<file path="config.mk">
export PLATFORM = sky130hd
export DESIGN_NAME = alu_reservation_station_flat
export DESIGN_NICKNAME = d
export VERILOG_FILES = /design/src/rtl/alu_reservation_station_if.sv /design/src/rtl/alu_reservation_station.sv /design/src/flat_wrapper.sv
export SDC_FILE = /design/constraint.sdc
export NUM_CORES = 2
export LEC_CHECK = 0
export CELL_PAD_IN_SITES_DETAIL_PLACEMENT = 0
export CELL_PAD_IN_SITES_GLOBAL_PLACEMENT = 1
export CORE_UTILIZATION = 52
export CTS_BUF_LIST = sky130_fd_sc_hd__clkbuf_4 sky130_fd_sc_hd__clkbuf_8
export CTS_CLUSTER_SIZE = 8
export DETAILED_ROUTE_END_ITERATION = 12
export HOLD_SLACK_MARGIN = 0.02
export PLACE_DENSITY = 0.95
export REMOVE_ABC_BUFFERS = 1
export SKIP_CTS_REPAIR_TIMING = 1
export SLEW_MARGIN = 20
export SYNTH_ARGS = -nofsm -noshare
export SYNTH_HDL_FRONTEND = slang
export SYNTH_SLANG_ARGS = --single-unit
</file>
<file path="constraint.sdc">
create_clock -name clk -period 10.8 [get_ports clk]
set_clock_uncertainty 0.2 [all_clocks]
set_input_delay 1.08 -clock clk [delete_from_list [all_inputs] [get_ports clk]]
set_output_delay 1.08 -clock clk [all_outputs]
set_load 0.005 [all_outputs]
</file>
<file path="src/rtl/alu_reservation_station_if.sv">
// Dispatch, load-broadcast and result bus of the ALU reservation station.
// Dispatch is valid-only: op_in != 5'b11111 marks a slot, there is no ready; upstream must hold off while rs_full is high.
interface alu_reservation_station_if #(
  parameter int TAG_W = 3
);
  logic [4:0]       op_in;
  logic [31:0]      value1_in;
  logic [31:0]      value2_in;
  logic [TAG_W-1:0] query1_in;
  logic [TAG_W-1:0] query2_in;
  logic [TAG_W-1:0] target_in;
  logic [31:0]      imm_in;
  logic [TAG_W-1:0] mem_num;
  logic [31:0]      mem_value;
  logic             rs_full;
  logic [TAG_W-1:0] alu_num;
  logic [31:0]      alu_value;

  modport master (
    output op_in, value1_in, value2_in, query1_in, query2_in, target_in, imm_in,
    output mem_num, mem_value,
    input  rs_full, alu_num, alu_value
  );

  modport slave (
    input  op_in, value1_in, value2_in, query1_in, query2_in, target_in, imm_in,
    input  mem_num, mem_value,
    output rs_full, alu_num, alu_value
  );
endinterface

</file>
<file path="src/rtl/alu_reservation_station.sv">
// Reservation station with a built-in single-stage ALU; the result bus doubles
// as the wakeup broadcast for waiting operands.
module alu_reservation_station #(
  parameter int DEPTH = 4,
  parameter int TAG_W = 3
) (
  input  logic                      clk,
  input  logic                      rst,
  alu_reservation_station_if.slave  rs_if
);
  localparam int IDX_W = (DEPTH > 1) ? $clog2(DEPTH) : 1;

  typedef struct packed {
    logic             busy;
    logic [4:0]       op;
    logic [31:0]      v1;
    logic [TAG_W-1:0] q1;
    logic [31:0]      v2;
    logic [TAG_W-1:0] q2;
    logic [31:0]      imm;
    logic [TAG_W-1:0] dest;
  } entry_t;

  entry_t           ent_q [DEPTH];
  entry_t           ent_d [DEPTH];
  logic [TAG_W-1:0] alu_num_q, alu_num_d;
  logic [31:0]      alu_value_q, alu_value_d;

  logic             full;
  logic             issue_vld;
  logic [IDX_W-1:0] issue_idx;
  logic [IDX_W-1:0] free_idx;
  logic             accept;
  entry_t           new_ent;
  entry_t           iss_ent;

  function automatic logic is_alu_op(input logic [4:0] op);
    return (op <= 5'd13) || (op == 5'd17) || (op == 5'd26) || (op == 5'd27);
  endfunction

  // Load broadcast takes priority over the ALU broadcast on a tag collision.
  function automatic logic [TAG_W+31:0] wake(
    input logic [TAG_W-1:0] q, input logic [31:0] v,
    input logic [TAG_W-1:0] a_num, input logic [31:0] a_val,
    input logic [TAG_W-1:0] m_num, input logic [31:0] m_val);
    if (q != '0 && m_num != '0 && q == m_num) return {TAG_W'(0), m_val};
    if (q != '0 && a_num != '0 && q == a_num) return {TAG_W'(0), a_val};
    return {q, v};
  endfunction

  function automatic logic [31:0] alu_fn(
    input logic [4:0] op, input logic [31:0] a, input logic [31:0] b, input logic [31:0] imm);
    logic [31:0] r;
    r = '0;
    case (op)
      5'd0:  r = a + b;
      5'd1:  r = a & b;
      5'd2:  r = a | b;
      5'd3:  r = a << b[4:0];
      5'd4:  r = a >> b[4:0];
      5'd5:  r = {31'd0, $signed(a) < $signed(b)};
      5'd6:  r = {31'd0, a < b};
      5'd7:  r = $unsigned($signed(a) >>> b[4:0]);
      5'd8:  r = a - b;
      5'd9:  r = a ^ b;
      5'd10: r = {31'd0, a == b};
      5'd11: r = {31'd0, $signed(a) >= $signed(b)};
      5'd12: r = {31'd0, a != b};
      5'd13: r = {31'd0, a >= b};
      5'd17: r = (a + imm) & 32'hFFFF_FFFE;
      5'd26: r = {31'd0, $signed(a) < $signed(b)};
      5'd27: r = {31'd0, a < b};
      default: r = '0;
    endcase
    return r;
  endfunction

  always_comb begin
    ent_d       = ent_q;
    alu_num_d   = '0;
    alu_value_d = alu_value_q;
    full        = 1'b1;
    issue_vld   = 1'b0;
    issue_idx   = '0;
    free_idx    = '0;
    new_ent     = '0;

    // Scan downwards so the lowest index wins for both select and allocate.
    for (int i = DEPTH - 1; i >= 0; i--) begin
      full = full & ent_q[i].busy;
      if (ent_q[i].busy && ent_q[i].q1 == '0 && ent_q[i].q2 == '0) begin
        issue_vld = 1'b1;
        issue_idx = IDX_W'(i);
      end
      if (!ent_q[i].busy) free_idx = IDX_W'(i);
    end

    for (int i = 0; i < DEPTH; i++) begin
      if (ent_q[i].busy) begin
        {ent_d[i].q1, ent_d[i].v1} = wake(ent_q[i].q1, ent_q[i].v1, alu_num_q, alu_value_q,
                                          rs_if.mem_num, rs_if.mem_value);
        {ent_d[i].q2, ent_d[i].v2} = wake(ent_q[i].q2, ent_q[i].v2, alu_num_q, alu_value_q,
                                          rs_if.mem_num, rs_if.mem_value);
      end
    end

    iss_ent = ent_q[issue_idx];
    if (issue_vld) begin
      ent_d[issue_idx].busy = 1'b0;
      alu_num_d             = iss_ent.dest;
      alu_value_d           = alu_fn(iss_ent.op, iss_ent.v1, iss_ent.v2, iss_ent.imm);
    end

    // free_idx comes from pre-edge busy bits, so a slot freed by this issue is not reused.
    accept       = is_alu_op(rs_if.op_in) && !full;
    new_ent.busy = 1'b1;
    new_ent.op   = rs_if.op_in;
    new_ent.imm  = rs_if.imm_in;
    new_ent.dest = rs_if.target_in;
    {new_ent.q1, new_ent.v1} = wake(rs_if.query1_in, rs_if.value1_in, alu_num_q, alu_value_q,
                                    rs_if.mem_num, rs_if.mem_value);
    {new_ent.q2, new_ent.v2} = wake(rs_if.query2_in, rs_if.value2_in, alu_num_q, alu_value_q,
                                    rs_if.mem_num, rs_if.mem_value);
    if (accept) ent_d[free_idx] = new_ent;
  end

  always_ff @(posedge clk or negedge rst) begin
    if (!rst) begin
      for (int i = 0; i < DEPTH; i++) ent_q[i] <= '0;
      alu_num_q   <= '0;
      alu_value_q <= '0;
    end else begin
      for (int i = 0; i < DEPTH; i++) ent_q[i] <= ent_d[i];
      alu_num_q   <= alu_num_d;
      alu_value_q <= alu_value_d;
    end
  end

  assign rs_if.rs_full   = full;
  assign rs_if.alu_num   = alu_num_q;
  assign rs_if.alu_value = alu_value_q;
endmodule

</file>
<file path="src/flat_wrapper.sv">
// flat-port wrapper written by rule: the top's interface ports become plain ports
module alu_reservation_station_flat 
#(
  parameter int DEPTH = 4,
  parameter int TAG_W = 3
)
  (clk, rst, rs_if_op_in, rs_if_value1_in, rs_if_value2_in, rs_if_query1_in, rs_if_query2_in, rs_if_target_in, rs_if_imm_in, rs_if_mem_num, rs_if_mem_value, rs_if_rs_full, rs_if_alu_num, rs_if_alu_value);
  alu_reservation_station_if #(.TAG_W(TAG_W)) rs_if_i ();
  input  logic clk;
  input  logic rst;
  input wire logic [$bits(rs_if_i.op_in)-1:0] rs_if_op_in;
  input wire logic [$bits(rs_if_i.value1_in)-1:0] rs_if_value1_in;
  input wire logic [$bits(rs_if_i.value2_in)-1:0] rs_if_value2_in;
  input wire logic [$bits(rs_if_i.query1_in)-1:0] rs_if_query1_in;
  input wire logic [$bits(rs_if_i.query2_in)-1:0] rs_if_query2_in;
  input wire logic [$bits(rs_if_i.target_in)-1:0] rs_if_target_in;
  input wire logic [$bits(rs_if_i.imm_in)-1:0] rs_if_imm_in;
  input wire logic [$bits(rs_if_i.mem_num)-1:0] rs_if_mem_num;
  input wire logic [$bits(rs_if_i.mem_value)-1:0] rs_if_mem_value;
  output wire logic [$bits(rs_if_i.rs_full)-1:0] rs_if_rs_full;
  output wire logic [$bits(rs_if_i.alu_num)-1:0] rs_if_alu_num;
  output wire logic [$bits(rs_if_i.alu_value)-1:0] rs_if_alu_value;
  assign rs_if_i.op_in = rs_if_op_in;
  assign rs_if_i.value1_in = rs_if_value1_in;
  assign rs_if_i.value2_in = rs_if_value2_in;
  assign rs_if_i.query1_in = rs_if_query1_in;
  assign rs_if_i.query2_in = rs_if_query2_in;
  assign rs_if_i.target_in = rs_if_target_in;
  assign rs_if_i.imm_in = rs_if_imm_in;
  assign rs_if_i.mem_num = rs_if_mem_num;
  assign rs_if_i.mem_value = rs_if_mem_value;
  assign rs_if_rs_full = rs_if_i.rs_full;
  assign rs_if_alu_num = rs_if_i.alu_num;
  assign rs_if_alu_value = rs_if_i.alu_value;
  alu_reservation_station #(.DEPTH(DEPTH), .TAG_W(TAG_W)) u_core (.clk(clk), .rst(rst), .rs_if(rs_if_i));
endmodule
</file>
---- Word level (Yosys, flattened, before mapping) ----
Cells that the tools add are included.
word-level totals
  register bits ........................... 479
  bits of input ports ..................... 147
  output and inout bits ................... 36
operators by class
  add/sub/neg operators ................... 3
  $lt $le $gt $ge ......................... 9
  equal/unequal tests ..................... 41
  shift operators ......................... 3
  muxes and demuxes ....................... 115
  bitwise operators ....................... 8
  reduce and logical (&&, ||, !) cells .... 78
operator list
  operator                                        count
  35-bit two-way mux                              40
  444-bit bitwise mux                             2
  444-bit two-way mux                             2
  32-bit one-hot mux with 15 select lines         1
  111-bit demux with 2-bit select                 2
  70-bit two-way mux                              4
  111-bit binary-select mux with 2-bit select     1
  111-bit two-way mux                             2
  110-bit two-way mux                             2
  32-bit adder                                    2
  32-bit >= comparator                            2
  32-bit less-than comparator                     2
  3-bit equality test                             20
  1-bit logical AND                               51
  1-bit two-way mux                               50
  3-bit nonzero test                              12
  32-bit bitwise AND                              1
  32-bit equality test                            1
  32-bit != test                                  1
  32-bit bitwise OR                               1
  32-bit by 5-bit left shift with 32-bit output   1
  32-bit by 5-bit >> shifter with 32-bit output   1
  32-bit by 5-bit >>> shifter with 32-bit output  1
  32-bit subtractor                               1
  18 further kinds                                54

---- Logic depth before layout (Yosys ltp) ----
  depth after elaboration ................. 16
  gate-level depth with buffers ........... 26
  depth with buffers taken out ............ 19

---- Least setup slack after synthesis ----
No wires, ideal clock.
  kind .................................... reg-to-reg
  from .................................... register, netlist name u_core.ent_q[404]
  to ...................................... register u_core.alu_value_q[31] (netlist: u_core.rs_if.alu_value[31])
  library setup time ...................... 0.126 ns
  arrival ................................. 5.701 ns
  data required time ...................... 10.474 ns
  setup slack ............................. 4.773 ns
  stages on the path, launching flop included .. 24
  clock period less this slack ............ 6.027 ns
  cells stage by stage .................... dfrtp_1 or4b_4 nor4_4 nor2_1 a222oi_1 and2_1 buf_2 buf_4 clkbuf_1 clkbuf_1 ha_1 clkbuf_1 nand3b_1 o211ai_1 and2_1 o311a_1 o21ai_0 a22oi_1 a311oi_1 o2111ai_1 and3_1 o21ai_0 a31oi_1 a311o_1
on the way
  longest elaborated chain between the ends .. 11
ends and longest elaborated chain
  what                                                                  line                            text
  3-bit logical NOT *                                                   alu_reservation_station.sv:91   if (ent_q[i].busy && ent_q[i].q1 == '0 && ent_q[i].q2 == '0) begin
  1-bit logical AND * (2 in series)                                     alu_reservation_station.sv:91
  parallel branches: the longest is 8 deep, another holds 32-bit adder  --
  end signal, assigned                                                  alu_reservation_station.sv:135  alu_value_q <= alu_value_d;
  end, declared                                                         alu_reservation_station.sv:27   logic [31:0] alu_value_q, alu_value_d;
Mark *: on every way between the ends. The select of a mux whose other input is x is not followed.
A chain may end at the register's enable or synchronous reset.

---- Final worst setup path ----
  from .................................... register, netlist name u_core.ent_q[181]
  to ...................................... register u_core.alu_value_q[0] (netlist: u_core.rs_if.alu_value[0])
on the way
  longest elaborated chain between the ends .. 13
ends and longest elaborated chain
  what                                                                        line
  3-bit logical NOT *                                                         alu_reservation_station.sv:91
  1-bit logical AND * (2 in series)                                           alu_reservation_station.sv:91
  parallel branches: the longest is 10 deep, another holds 32-bit subtractor  --
Marks and branches as above.

==> key figures <==
Outcome
  • Outcome: finished, final reports clean

Clock network
  • Total clock sinks: ~480
  • CTS tree: done
  • Max Buffers Root-to-Sink: 3
  • CTS buffer count: 85
  • CTS Root Cell: clkbuf_8
  • # H-tree levels: 3
  • Worst-Skew Late Latency: around 740 ps
  • Clock edge transition at the registers on the reported setup and hold paths: about 60 ps

Floorplanning
  • Overall die width: approximately 270 um
  • Num ports: 183
  • Vertical extent of the die: between 200 and 300 um
  • Die area: 71300 sq um
  • Starting utilization of the core area: between 50% and 60%
  • Row Count: 96
  • Area inside the core boundary: just under 70000 sq um

Timing
  • Share of the clock period used by the worst path after layout: a little under three quarters
  • Shortest period the worst path allows: around 7700 ps
  • Relative slew margins: a little over an eighth
  • Slew at the pin closest to its max-slew limit: 1300 ps
  • Final Hold Slack: roughly 150 ps
  • Setup repair after global routing missed its margin: false
  • Setup slack of the critical path after layout: 3110 ps
  • Final hold violation count: 0
  • Sum Neg Setup Slack: 0 ps
  • Number of slew-limit violations in the final report: 0
  • Number of setup violations in the final report: 0
  • Highest clock frequency the design can meet: about 130 MHz

Final layout
  • Total Nets Final: between 4000 and 5000
  • Share of cells above drive strength 1: between 10% and 20%
  • Number of standard cells in the final layout excluding fillers: ~5400
  • Fillers: approximately 6200
  • Layout overhead on the synthesized area: 11.4%

Synth
  • Largest cells by area after synthesis: dfrtp_1 33%, mux2i_1 8.9%, nand2_1 6.2%
  • Post-synthesis instance area: between 30000 and 40000 sq um
  • Register area share after synthesis: around a third
  • Async set-reset flop share out of synthesis: 100%
  • Register bit count reported by yosys: ~480
  • Most instantiated library cell after synthesis: nand2_1
  • Main synth FF type: dfrtp_1
  • Count of cell types in the netlist: 96
  • Mean cell area of the mapped netlist: 8.27 sq um
  • Mapped Cells: about 4400
  • Number of synthesized flops with an enable pin: 0
  • Area share of the largest cell type after synthesis: 32.8%
  • Commonest cells in the netlist: 602 x nand2_1, 479 x dfrtp_1, 370 x o21ai_0, 369 x nor2_1, 323 x mux2i_1
  • Top cell type by total area after synthesis: dfrtp_1
  • Warning count from the yosys run: 0

Setup path
  • Critical path cell sequence: or4_1, or2_1, nand4_1, buf_4, buf_4, o22ai_1, nor3_1, ha_1, nor4_1, nand3_1, nor4_1, nor2_1, o21ai_0, a211o_1, a21boi_0, or3_1, a2111oi_2, a31oi_1
  • Critical path class: register to register
  • Worst Path Buf+Inv: 2
  • Arrival time of data at the critical path endpoint: 8080 ps
  • Critical path startpoint category: register
  • Critical Path Slowest Stage Cell: nor4_1
  • CP required: approximately 11000 ps
  • Largest stage delay on the critical path: approximately 860 ps
  • Largest fanout on the critical path: between 40 and 50
  • Setup crit end kind: register
  • Kind of cell adding the most delay to the critical path: simple AND/OR/NAND/NOR gates

Route
  • Number of vias after detailed routing: between 30000 and 40000
  • Vias/cell: 6.90
  • Detailed-route wire length per cell: approximately 28 um
  • Post-detailed-routing wire length: about 150 mm
  • Number of detailed-route iterations in the first pass: 9
  • Iteration-0 DRC count of the detailed router: 5377
  • Final antenna-violating net count: 0
  • Residual DRC: 0

Global routing
  • Total Routing Usage GR: approximately two fifths
  • Wire length of the first global-routing pass: roughly 220 mm
  • Antenna violations before repair: 5
  • Pin count of the biggest net entering global routing: between 150 and 200
  • Remaining global-route overflow: 0
  • Vias in the first global route: between 30000 and 40000

Min path
  • Hold WC Path Type: primary input to asynchronous set/reset pin

Placed design
  • Placer congestion estimate: between 1 and 1.5
  • Place WS: 3480 ps
  • Final HPWL from detailed placement: approximately 97 mm
  • Number of placed cells counting well taps: 5216
  • PortBufs: between 150 and 200

Flow run
  • Max-cap violations: 0
-- path summary, 6_finish.rpt --
check,from,end,slack (ps),cells past startpoint
worst max-delay path,u_core.ent_q[181]$_DFF_PN0_,u_core.rs_if.alu_value[0]$_DFFE_PN0N_,3110,18
min in group clk,u_core.ent_q[2]$_DFFE_PN0P_,u_core.rs_if.alu_num[2]$_DFF_PN0_,270,2
max in group asynchronous,rst,u_core.ent_q[110]$_DFF_PN0_,8000,3
worst max register to register,u_core.ent_q[181]$_DFF_PN0_,u_core.rs_if.alu_value[0]$_DFFE_PN0N_,3110,18
worst min register to register,u_core.ent_q[2]$_DFFE_PN0P_,u_core.rs_if.alu_num[2]$_DFF_PN0_,270,2
worst min-delay path,rst,u_core.ent_q[196]$_DFF_PN0_,150,1
-- cell type report --
cell class | instances | area [sq um] | area share (%)
Clock inverter | 12 | 179 | 0.440
Timing Repair Buffer | 280 | 2580 | 6.34
Inverter | 105 | 402 | 0.988
Clock buffer | 142 | 1770 | 4.35
Multi-Input combinational cell | 3421 | 22600 | 55.5
Tap cell | 931 | 1160 | 2.86
Sequential cell | 479 | 12000 | 29.5
Antenna cell | 3 | 7.51 | 0.0185
-- registers in the layout, summed over array words and instances, names as in the netlist --
| name | flops |
|---|---|
| u_core.ent_q | 444 |
| u_core.rs_if.alu_value | 32 |
| u_core.rs_if.alu_num | 3 |
-- metrics by stage --
stage	instance area (sq um)	utilization (%)
detailed placement	38700	56.0
finish	40700	58.9
floorplan	34800	-
CTS	40600	58.8
global route	40700	58.9
global placement	38700	56.0
-- placed cells by master, fill, tap and decap left out, drive strengths merged, types with 117 or more instances in the layout --
master,instances
mux2i,323
a21oi,259
nor3,117
mux2,199
o22ai,221
o21ai,377
clkbuf,142
nand2,604
nor2,373
o211ai,217
dfrtp,479
ha,129
clkdlybuf4s50,181
-- worst reg2reg max path: cells and delay by family (launching register included) --
kind / cells / cell delay [ps]
flops: 1 / 440
compound gates: 6 / 1190
fa+ha+maj: 1 / 500
simple gates: 9 / 4020
buf+inv: 2 / 1230
-- kinds of logic after synthesis --
family                     count (synthesis)  share of synthesized area [%]
muxes                                    522                           15.0
DFF                                      479                           32.8
buffers and inverters                    517                           5.81
AOI/OAI and AO/OA                       1394                           24.4
and+or+nand+nor                         1293                           15.5
xor gates and xnor gates                  80                           1.92
adders and majority gates                132                           4.59
-- metal layers --
metal  share of wire [%]  global-route usage, %  vias up
met2                  42                   59.5     2595
li1                    -                      -    16085
met1                  40                   56.7    17884
met4                 5.8                   22.4        6
met3                  12                   9.84      496
met5               0.031                      0        -
Power is not shown: default switching activity piles up to over one toggle a cycle in this logic, so the estimate is an artifact.
